## src/rtl/mux2_bus_arbiter.sv

```systemverilog
// rtl/mux2_bus_arbiter.sv - two-requester round-robin arbiter driving the shared 2:1 path select
// Optional hold-timeout preemption is enabled by defining ARB_TIMEOUT_EN.
module mux2_bus_arbiter #(
  parameter int MAX_HOLD = 8,
  parameter int HOLD_W   = 4
) (
  input  logic CLK,
  input  logic RST,
  input  logic REQ0,
  input  logic REQ1,
  input  logic DONE0,
  input  logic DONE1,
  output logic GNT0,
  output logic GNT1,
  output logic SEL,
  output logic BUSY
);

  typedef enum logic [1:0] {IDLE, OWN0, OWN1, TURN} state_t;

  state_t state;
  state_t state_nxt;
  logic   last;
  logic   last_nxt;
  logic   sel_nxt;
  logic   force_rel;

`ifdef ARB_TIMEOUT_EN
  localparam logic [HOLD_W-1:0] HOLD_LIMIT = HOLD_W'(MAX_HOLD - 1);
  localparam logic [HOLD_W-1:0] HOLD_SAT   = '1;

  logic [HOLD_W-1:0] hold_cnt;
  logic [HOLD_W-1:0] hold_nxt;

  // Owner is forced off once it has held the path MAX_HOLD cycles while the other side waits
  always_comb begin
    force_rel = 1'b0;
    if (hold_cnt == HOLD_LIMIT) begin
      force_rel = (state == OWN0) ? REQ1 : REQ0;
    end
  end

  // Hold count restarts on every ownership entry and saturates instead of wrapping
  always_comb begin
    hold_nxt = hold_cnt;
    if ((state_nxt == OWN0 || state_nxt == OWN1) && state_nxt != state) begin
      hold_nxt = '0;
    end else if ((state == OWN0 || state == OWN1) && hold_cnt != HOLD_SAT) begin
      hold_nxt = hold_cnt + 1'b1;
    end
  end

  // Hold counter register
  always_ff @(posedge CLK or posedge RST) begin
    if (RST) begin
      hold_cnt <= '0;
    end else begin
      hold_cnt <= hold_nxt;
    end
  end
`else
  logic [HOLD_W-1:0] unused_cfg;

  assign unused_cfg = HOLD_W'(MAX_HOLD);
  assign force_rel  = 1'b0;
`endif

  // Next-state, priority pointer and select decisions
  always_comb begin
    state_nxt = state;
    last_nxt  = last;
    sel_nxt   = SEL;
    case (state)
      IDLE: begin
        if (REQ0 && (!REQ1 || last)) begin
          state_nxt = OWN0;
          sel_nxt   = 1'b0;
        end else if (REQ1) begin
          state_nxt = OWN1;
          sel_nxt   = 1'b1;
        end
      end
      OWN0: begin
        if (DONE0 || !REQ0 || force_rel) begin
          last_nxt = 1'b0;
          if (REQ1) begin
            state_nxt = TURN;
            sel_nxt   = 1'b1;
          end else begin
            state_nxt = IDLE;
          end
        end
      end
      OWN1: begin
        if (DONE1 || !REQ1 || force_rel) begin
          last_nxt = 1'b1;
          if (REQ0) begin
            state_nxt = TURN;
            sel_nxt   = 1'b0;
          end else begin
            state_nxt = IDLE;
          end
        end
      end
      TURN: begin
        // SEL already points at the incoming owner; give up if it withdrew
        if (SEL ? REQ1 : REQ0) begin
          state_nxt = SEL ? OWN1 : OWN0;
        end else begin
          state_nxt = IDLE;
        end
      end
      default: begin
        state_nxt = IDLE;
      end
    endcase
  end

  // State and registered outputs; reset drops any grant immediately
  always_ff @(posedge CLK or posedge RST) begin
    if (RST) begin
      state <= IDLE;
      last  <= 1'b1;
      GNT0  <= 1'b0;
      GNT1  <= 1'b0;
      SEL   <= 1'b0;
      BUSY  <= 1'b0;
    end else begin
      state <= state_nxt;
      last  <= last_nxt;
      GNT0  <= (state_nxt == OWN0);
      GNT1  <= (state_nxt == OWN1);
      SEL   <= sel_nxt;
      BUSY  <= (state_nxt != IDLE);
    end
  end

endmodule

```

## config.mk

```make
export PLATFORM = sky130hd
export DESIGN_NAME = mux2_bus_arbiter
export DESIGN_NICKNAME = d
export VERILOG_FILES = /design/src/rtl/mux2_bus_arbiter.sv
export SDC_FILE = /design/constraint.sdc
export NUM_CORES = 1
export LEC_CHECK = 0
export CAP_MARGIN = 20
export CORE_AREA = 2 2 39 41
export CTS_CLUSTER_SIZE = 25
export DETAILED_ROUTE_END_ITERATION = 10
export DIE_AREA = 0 0 41 43
export PLACE_DENSITY = 0.64
export SLEW_MARGIN = 30
export SYNTH_ARGS = -nofsm -noshare
export SYNTH_HDL_FRONTEND = slang
export SYNTH_SLANG_ARGS = --single-unit
```

## constraint.sdc

```tcl
create_clock -name CLK -period 4.1 [get_ports CLK]
set_input_delay 0.615 -clock CLK [delete_from_list [all_inputs] [get_ports CLK]]
set_output_delay 0.615 -clock CLK [all_outputs]
set_load 0.005 [all_outputs]
```

==> results.sh, run 1 <==
export IMPL_status="finished clean"
export IMPL_place_ws_ps=1870
export IMPL_cp_start_kind="primary input"
export IMPL_reg2reg_slack_ps=2350
export IMPL_synth_edff_count=0
export IMPL_gr_total_overflow=0
export IMPL_cts_path_max_buffers=2
export IMPL_cts_setup_buffers=0
export IMPL_worstHoldEndpoint="last"
export IMPL_end_kind="flop"
export IMPL_finalSetupTns_ps=0
export IMPL_ys_flop_type="dfrtp_1"
export IMPL_via_count=416
export IMPL_final_common_cell="clkdlybuf4s50_1"
export IMPL_final_cell_mix="clkdlybuf4s50_1, dfrtp_1, nor2_1, inv_1, ha_1"
export IMPL_worstMarginPinSlew_ps=620
export IMPL_rr_worst_depth=6
export IMPL_synth_avg_cell_area_um2=9.78
export IMPL_clk_pin_slew_worst_paths_ps=50
export IMPL_cts_root_buf="clkbuf_4"
export IMPL_grt_pass1_vias=380
export IMPL_drt_pass1_iterations=3
export IMPL_max_vdd_ir_drop_mv=0.317
export IMPL_min_from="last"
export IMPL_placementRows=14
export IMPL_fmax_mhz=505
export IMPL_drt_initial_drc_count=10
export IMPL_critical_path_class="in2reg"
export IMPL_cp_arrival_ps=2090
export IMPL_utilization_pct=45.2
export IMPL_wl_met3_um=41
export IMPL_htree_levels=1
export IMPL_cts_tree="done"
export IMPL_antenna_found_initial=0
export IMPL_die_x_um=41
export IMPL_numCtsBuffers=3
export IMPL_drt_met1_wl_um=495
export IMPL_rsz0062_at_grt="false"
export IMPL_min_period_ps=1980
export IMPL_design_die_area_um2=1760
export IMPL_coreArea_um2=1380
export IMPL_hp_class="reg2reg"
export IMPL_setup_ws_ps=2120
export IMPL_portBuffers=9
export IMPL_power_leakage_nw=0.285
export IMPL_slew_violations=0
export IMPL_whs_path_depth=1
export IMPL_cts_hold_buf=0
export IMPL_met2_length_um=429
export IMPL_max_cap_violations=0
export IMPL_ant_nets=0
export IMPL_clock_latency_ps=250
export IMPL_synth_nets=61
export IMPL_mappedNetlistArea_um2=489
export IMPL_antennaDiodeCount=0
export IMPL_grt_pass1_wl_um=1640
export IMPL_crit_fanout=7
export IMPL_hold_viol_final=0
export IMPL_power_density_nw_per_um2=733
export IMPL_cts_sinks=7
export IMPL_finalSetupViolCount=0
export IMPL_grtUsageTotal_pct=14.1
export IMPL_hpwl_um=772
export IMPL_place_area_um2=599
export IMPL_netlist_instances=50
export IMPL_ys_warn_count=0
export IMPL_fin_hold_ws_ps=510
export IMPL_ys_types=25
export IMPL_drt_total_wl_um=976
export IMPL_io_pins=10
export IMPL_required_ps=4200
export IMPL_areaGrowthSynthToFinish_pct=27.9
export IMPL_post_route_period_util_pct=48.3
export IMPL_n_fill_cell=134
export IMPL_r2r_start="state[1]"
export IMPL_skew_ps=3.28
export IMPL_relSlewSlack_pct=58.3
export IMPL_grt_start_max_net_pins=8
export IMPL_reg2reg_to="BUSY"
export IMPL_seq_area_frac_synth_pct=36.1
export IMPL_top_layer_used="met4"
export IMPL_ys_ff_latch=7
export IMPL_design_area_um2=626
export IMPL_gp_congestion=0.800
export IMPL_wire_per_inst_um=12.4
export IMPL_cts_resized=0
export IMPL_vias_per_cell=5.27
export IMPL_start_util_pct=35.4
export IMPL_drc=0
export IMPL_synthArstFlopShare_pct=100
export IMPL_die_h_um=43
export IMPL_num_nets_final=75
export IMPL_drive_gt1_share_pct=12.7
-- worst max path at each step --
stage              from  endpoint  slack (ps)  cells after the start
6_report           REQ1      BUSY        2120                      5
3_5_place_dp       REQ1      BUSY        1870                      5
5_1_grt            REQ1      BUSY        2040                      5
3_3_place_gp       REQ1      BUSY        1880                      5
2_1_floorplan  state[1]      GNT0        2490                      6
4_1_cts            REQ1      BUSY        2120                      5
-- metal layers --
| metal | GRT usage, % | up-vias |
|---|---|---|
| met5 | 0 | - |
| li1 | - | 215 |
| met4 | 8.00 | 0 |
| met3 | 4.71 | 2 |
| met2 | 19.7 | 8 |
| met1 | 18.3 | 191 |
-- state kept, by name, indices dropped and copies added (netlist names) --
signal,cells
last,1
state,2
GNT0,1
SEL,1
BUSY,1
GNT1,1
-- power by group --
part / total, mW / internal (mW) / switching [mW]
logic: 0.264 / 0.131 / 0.133
registers: 0.134 / 0.108 / 0.0255
clock network: 0.0606 / 0.0370 / 0.0236
-- critical path, stage by stage --
cell and delay, ps:
clkdlybuf4s50_1 530, and2b_2 290, mux2i_1 130, a211oi_2 370, o22ai_1 140
-- cell type report --
type	count	area (µm²)	share of cell area, %
Timing Repair Buffer	9	90.1	14.4
Tap cell	16	20.0	3.20
Multi-Input combinational cell	38	294	47.0
Inverter	5	18.8	3.00
Sequential cell	7	176	28.2
Clock buffer	4	26.3	4.20
-- cells by family (layout without fill, tap and decap cells) --
logic type	Yosys count	count (layout)	synth area share, %
compound gates	18	18	28.9
simple gates	13	13	14.3
flops	7	7	36.1
fa+ha+maj	5	5	12.8
buf+inv	5	18	3.84
mux	2	2	4.09
-- synthesized netlist by cell type (2+ instances only) --
cell type | n | share of area [%]
inv_1 | 5 | 3.8
mux2i_1 | 2 | 4.1
a31oi_1 | 2 | 2.6
a211oi_2 | 2 | 5.1
dfrtp_1 | 6 | 31
o21ai_0 | 4 | 4.1
nand2b_1 | 3 | 3.8
nor2_1 | 5 | 3.8
ha_1 | 5 | 13
-- metrics by stage --
| stage | std cells | power, mW |
|---|---|---|
| final | 79 | 0.459 |
| after CTS | 79 | 0.461 |
| after global placement | 75 | 0.401 |
| after global routing | 79 | 0.504 |
| after floorplan | 50 | 0.316 |
| after detailed placement | 75 | 0.396 |
Power figures use the tool's default switching activity.
==> run 2, diff against run 1 <==
- clock period: 4.1 -> 2.05 ns (I/O delays scaled with it)
==> results.sh, run 2 (synthesized netlist as in run 1, its figures left out) <==
export IMPL_status="finished clean"
export IMPL_combPwrFrac_pct=57.9
export IMPL_design_die_area_um2=1760
export IMPL_p_switching_mw=0.373
export IMPL_htree_levels=1
export IMPL_end_kind="flop"
export IMPL_crit_chain="inv_1 -> ha_1 -> and3b_1 -> a32o_1 -> a211oi_1 -> o22ai_1"
export IMPL_relSlewSlack_pct=76.9
export IMPL_critical_path_n_buffers_inverters=1
export IMPL_required_ps=2160
export IMPL_largest_reg_flops=2
export IMPL_reg2reg_to="BUSY"
export IMPL_cp_start_kind="flop"
export IMPL_finalSetupTns_ps=0
export IMPL_crit_fanout=6
export IMPL_power_density_nw_per_um2=1480
export IMPL_areaGrowthSynthToFinish_pct=29.4
export IMPL_placementRows=14
export IMPL_p_sw_share_pct=39.9
export IMPL_rsz0062_at_grt="false"
export IMPL_worstMarginPinSlew_ps=344
export IMPL_utilization_pct=45.8
export IMPL_grt_pass1_vias=407
export IMPL_cts_path_max_buffers=2
export IMPL_via_count=420
export IMPL_seq_power_share_pct=28.8
export IMPL_power_leakage_nw=0.290
export IMPL_p_int_mw=0.563
export IMPL_r2r_start="state[1]"
export IMPL_drt_pass1_iterations=2
export IMPL_vias_per_cell=5.25
export IMPL_max_cap_violations=0
export IMPL_cp_arrival_ps=1920
export IMPL_drt_total_wl_um=993
export IMPL_gr_total_overflow=0
export IMPL_cts_hold_buf=0
export IMPL_final_cell_mix="clkdlybuf4s50_1, dfrtp_1, nor2_1, inv_1, ha_1"
export IMPL_n_fill_cell=132
export IMPL_antennaDiodeCount=0
export IMPL_cts_resized=0
export IMPL_ant_nets=0
export IMPL_grt_pass1_wl_um=1570
export IMPL_hold_viol_final=0
export IMPL_wire_per_inst_um=12.4
export IMPL_die_x_um=41
export IMPL_finalSetupViolCount=0
export IMPL_cpLargestDelayFamily="compound AO/OA/AOI/OAI gates"
export IMPL_portBuffers=9
export IMPL_numCtsBuffers=3
export IMPL_regMostFlops="state"
export IMPL_skew_ps=2.63
export IMPL_grtUsageTotal_pct=13.7
export IMPL_coreArea_um2=1380
export IMPL_drc=0
export IMPL_clock_latency_ps=250
export IMPL_max_vdd_ir_drop_mv=0.619
export IMPL_hpwl_um=739
export IMPL_antenna_found_initial=0
export IMPL_cts_tree="done"
export IMPL_post_route_period_util_pct=88.2
export IMPL_cts_sinks=7
export IMPL_min_period_ps=1810
export IMPL_clk_pin_slew_worst_paths_ps=50
export IMPL_slew_violations=0
export IMPL_grt_start_max_net_pins=8
export IMPL_fmax_mhz=553
export IMPL_die_h_um=43
export IMPL_drt_initial_drc_count=2
export IMPL_clkPwrFrac_pct=13.2
export IMPL_hp_class="in2async"
export IMPL_cp_slowest_stage_delay_ps=430
export IMPL_cts_root_buf="clkbuf_4"
export IMPL_critPathSlowestCell="dfrtp_1"
export IMPL_final_common_cell="clkdlybuf4s50_1"
export IMPL_reg2reg_slack_ps=240
export IMPL_num_nets_final=76
export IMPL_drive_gt1_share_pct=14.1
export IMPL_rr_worst_depth=6
export IMPL_gp_congestion=0.798
export IMPL_start_util_pct=35.4
export IMPL_critical_path_class="reg2reg"
export IMPL_cts_setup_buffers=0
export IMPL_io_pins=10
-- run 2: how the worst max path moves through the flow --
stage / depth (start not counted) / endpoint / from / slack (ps)
finish: 6 / BUSY / state[1] / 240
global route: 6 / BUSY / state[1] / 90
CTS: 6 / BUSY / state[1] / 240
detailed placement: 5 / BUSY / REQ1 / 140
global placement: 5 / BUSY / REQ1 / 140
floorplan: 6 / GNT0 / state[1] / 440
-- run 2: per-stage QoR --
stage	hold WS, ps	setup WS, ps	total power [mW]	cell area, µm²	std cells
3_5_place_dp	505	137	0.805	607	76
2_1_floorplan	110	442	0.632	489	50
4_1_cts	278	235	0.945	633	80
6_report	278	241	0.936	633	80
3_3_place_gp	510	141	0.818	607	76
5_1_grt	301	94.1	1.02	633	80
-- run 2: power groups by stage --
| stage | combinational, mW | clock, mW | sequential, mW |
|---|---|---|---|
| 6_report | 0.542 | 0.124 | 0.270 |
| 5_1_grt | 0.600 | 0.137 | 0.281 |
| 4_1_cts | 0.545 | 0.130 | 0.270 |
| 3_5_place_dp | 0.535 | 0 | 0.269 |
| 3_3_place_gp | 0.546 | 0 | 0.272 |
| 2_1_floorplan | 0.369 | 0 | 0.264 |
-- run 2: area by class of cell --
type	count	area, µm²	area share, %
inverter	5	18.8	2.96
clock buffer	4	26.3	4.15
multi-input combinational	38	294	46.4
timing repair buffer	10	97.6	15.4
tap	16	20.0	3.16
sequential	7	176	27.9
-- run 2: per-layer routing --
| layer | up-vias | part of all wire [%] | track usage, % | wire, µm |
|---|---|---|---|---|
| li1 | 212 | - | - | - |
| met1 | 194 | 45 | 16.3 | 444 |
| met2 | 9 | 47 | 21.3 | 471 |
| met3 | 5 | 4.3 | 1.57 | 43 |
| met4 | 0 | 3.4 | 10.0 | 34 |
| met5 | - | 0 | 0 | 0 |
-- run 2: worst register-to-register path, delay by kind of cell (launching register included) --
family                   cells  cell delay [ps]
AO/OA/AOI/OAI                3              730
flip-flops                   1              430
adder cells (fa/ha/maj)      1              210
AND/OR/NAND/NOR              1              200
buffers and inverters        1              110
==> run 3, diff against run 2 <==
- CAP_MARGIN: 20 -> not set
- HOLD_SLACK_MARGIN: not set -> 0.15
- clock period: 2.05 -> 1.75 ns (I/O delays scaled with it)
==> results.sh, run 3 (synthesized netlist as in run 1, its figures left out) <==
export IMPL_die_h_um=43
export IMPL_max_vdd_ir_drop_mv=0.906
export IMPL_finalSetupTns_ps=0
export IMPL_drive_gt1_share_pct=21.7
export IMPL_drt_pass1_iterations=4
export IMPL_skew_ps=5.04
export IMPL_clock_latency_ps=250
export IMPL_die_x_um=41
export IMPL_n_fill_cell=139
export IMPL_fmax_mhz=601
export IMPL_clk_pin_slew_worst_paths_ps=50
export IMPL_cts_path_max_buffers=2
export IMPL_areaGrowthSynthToFinish_pct=38.1
export IMPL_largest_reg_flops=2
export IMPL_r2r_start="state[0]"
export IMPL_cp_slowest_stage_delay_ps=430
export IMPL_via_count=434
export IMPL_utilization_pct=48.8
export IMPL_dp_cells=81
export IMPL_drt_initial_drc_count=3
export IMPL_final_common_cell="clkdlybuf4s50_1"
export IMPL_cts_sinks=7
export IMPL_cpLargestDelayFamily="compound AO/OA/AOI/OAI gates"
export IMPL_num_nets_final=81
export IMPL_ant_nets=0
export IMPL_required_ps=1890
export IMPL_power_mw=1.14
export IMPL_max_cap_violations=0
export IMPL_cp_arrival_ps=1800
export IMPL_hold_viol_final=0
export IMPL_placementRows=14
export IMPL_start_util_pct=35.4
export IMPL_crit_fanout=5
export IMPL_grt_pass1_wl_um=1680
export IMPL_regMostFlops="state"
export IMPL_vias_per_cell=5.11
export IMPL_power_leakage_nw=0.315
export IMPL_io_pins=10
export IMPL_hpwl_um=799
export IMPL_cts_root_buf="clkbuf_4"
export IMPL_critical_path_n_buffers_inverters=0
export IMPL_relSlewSlack_pct=78.1
export IMPL_fin_hold_ws_ps=234
export IMPL_cts_hold_buf=0
export IMPL_antennaDiodeCount=0
export IMPL_drc=0
export IMPL_antenna_found_initial=0
export IMPL_grt_pass1_vias=416
export IMPL_min_period_ps=1660
export IMPL_critPathSlowestCell="dfrtp_1"
export IMPL_htree_levels=1
export IMPL_crit_chain="ha_1 -> and3b_1 -> a32o_1 -> a211o_1 -> o211a_1"
export IMPL_final_cell_mix="clkdlybuf4s50_1, dfrtp_1, buf_4"
export IMPL_gr_total_overflow=0
export IMPL_wire_per_inst_um=12.5
export IMPL_status="finished clean"
export IMPL_post_route_period_util_pct=95.1
export IMPL_grtUsageTotal_pct=14.7
export IMPL_cts_tree="done"
export IMPL_hp_class="in2async"
export IMPL_crit_start="state[0]"
export IMPL_cp_start_kind="flop"
export IMPL_critical_path_class="reg2reg"
export IMPL_final_cells=85
export IMPL_worstMarginPinSlew_ps=328
export IMPL_end_kind="flop"
export IMPL_portBuffers=9
export IMPL_grt_start_max_net_pins=8
export IMPL_coreArea_um2=1380
export IMPL_slew_violations=0
export IMPL_finalSetupViolCount=0
export IMPL_drt_total_wl_um=1060
export IMPL_design_die_area_um2=1760
export IMPL_power_density_nw_per_um2=1690
export IMPL_gp_congestion=0.763
export IMPL_numCtsBuffers=3
[run 3: cell types whose count changed in the layout (fill, tap and decap cells not counted), sizes merged]
cell / previous run / this run
buf: 1 / 6
[run 3: layer usage]
layer	track usage [%]	vias to the layer above	part of all wire, %
met2	21.9	8	48
met3	1.57	2	3.8
met4	12.0	0	0.94
met1	18.1	201	47
li1	-	223	-
met5	0	-	0
[run 3: per-stage QoR]
stage | instance area [µm²] | worst slack (ps)
finish | 676 | 86.3
CTS | 671 | 53.7
detailed placement | 644 | -11.0
floorplan | 489 | 142
global route | 676 | -6.36
global placement | 644 | -16.5
[run 3: path summary, 6_finish.rpt]
check / end / slack, ps / cells past startpoint
hold / removal: GNT0 / 230 / 2
setup / recovery: GNT1 / 90 / 5
hold reg to reg: last / 510 / 1
max in group asynchronous: last / 1250 / 2
min in group CLK: last / 510 / 1
setup reg to reg: GNT1 / 90 / 5
[run 3: report_power, final]
| group | switching [mW] | internal (mW) | leakage (nW) |
|---|---|---|---|
| clock network | 0.0593 | 0.0870 | 0.0150 |
| registers | 0.0478 | 0.254 | 0.0835 |
| logic | 0.342 | 0.350 | 0.216 |
| total | 0.449 | 0.691 | 0.315 |
[run 3: cell type report]
| class | count | area [µm²] | area share (%) |
|---|---|---|---|
| Sequential cell | 7 | 176 | 26.1 |
| Tap cell | 16 | 20.0 | 2.96 |
| Timing Repair Buffer | 15 | 135 | 20.0 |
| Inverter | 5 | 18.8 | 2.78 |
| Clock buffer | 4 | 26.3 | 3.89 |
| Multi-Input combinational cell | 38 | 299 | 44.3 |
[run 3: what timing repair did]
item                                    CTS  global route
setup buffers                             0             0
endpoints found under the setup margin    0             2
gates resized for setup                   0             1
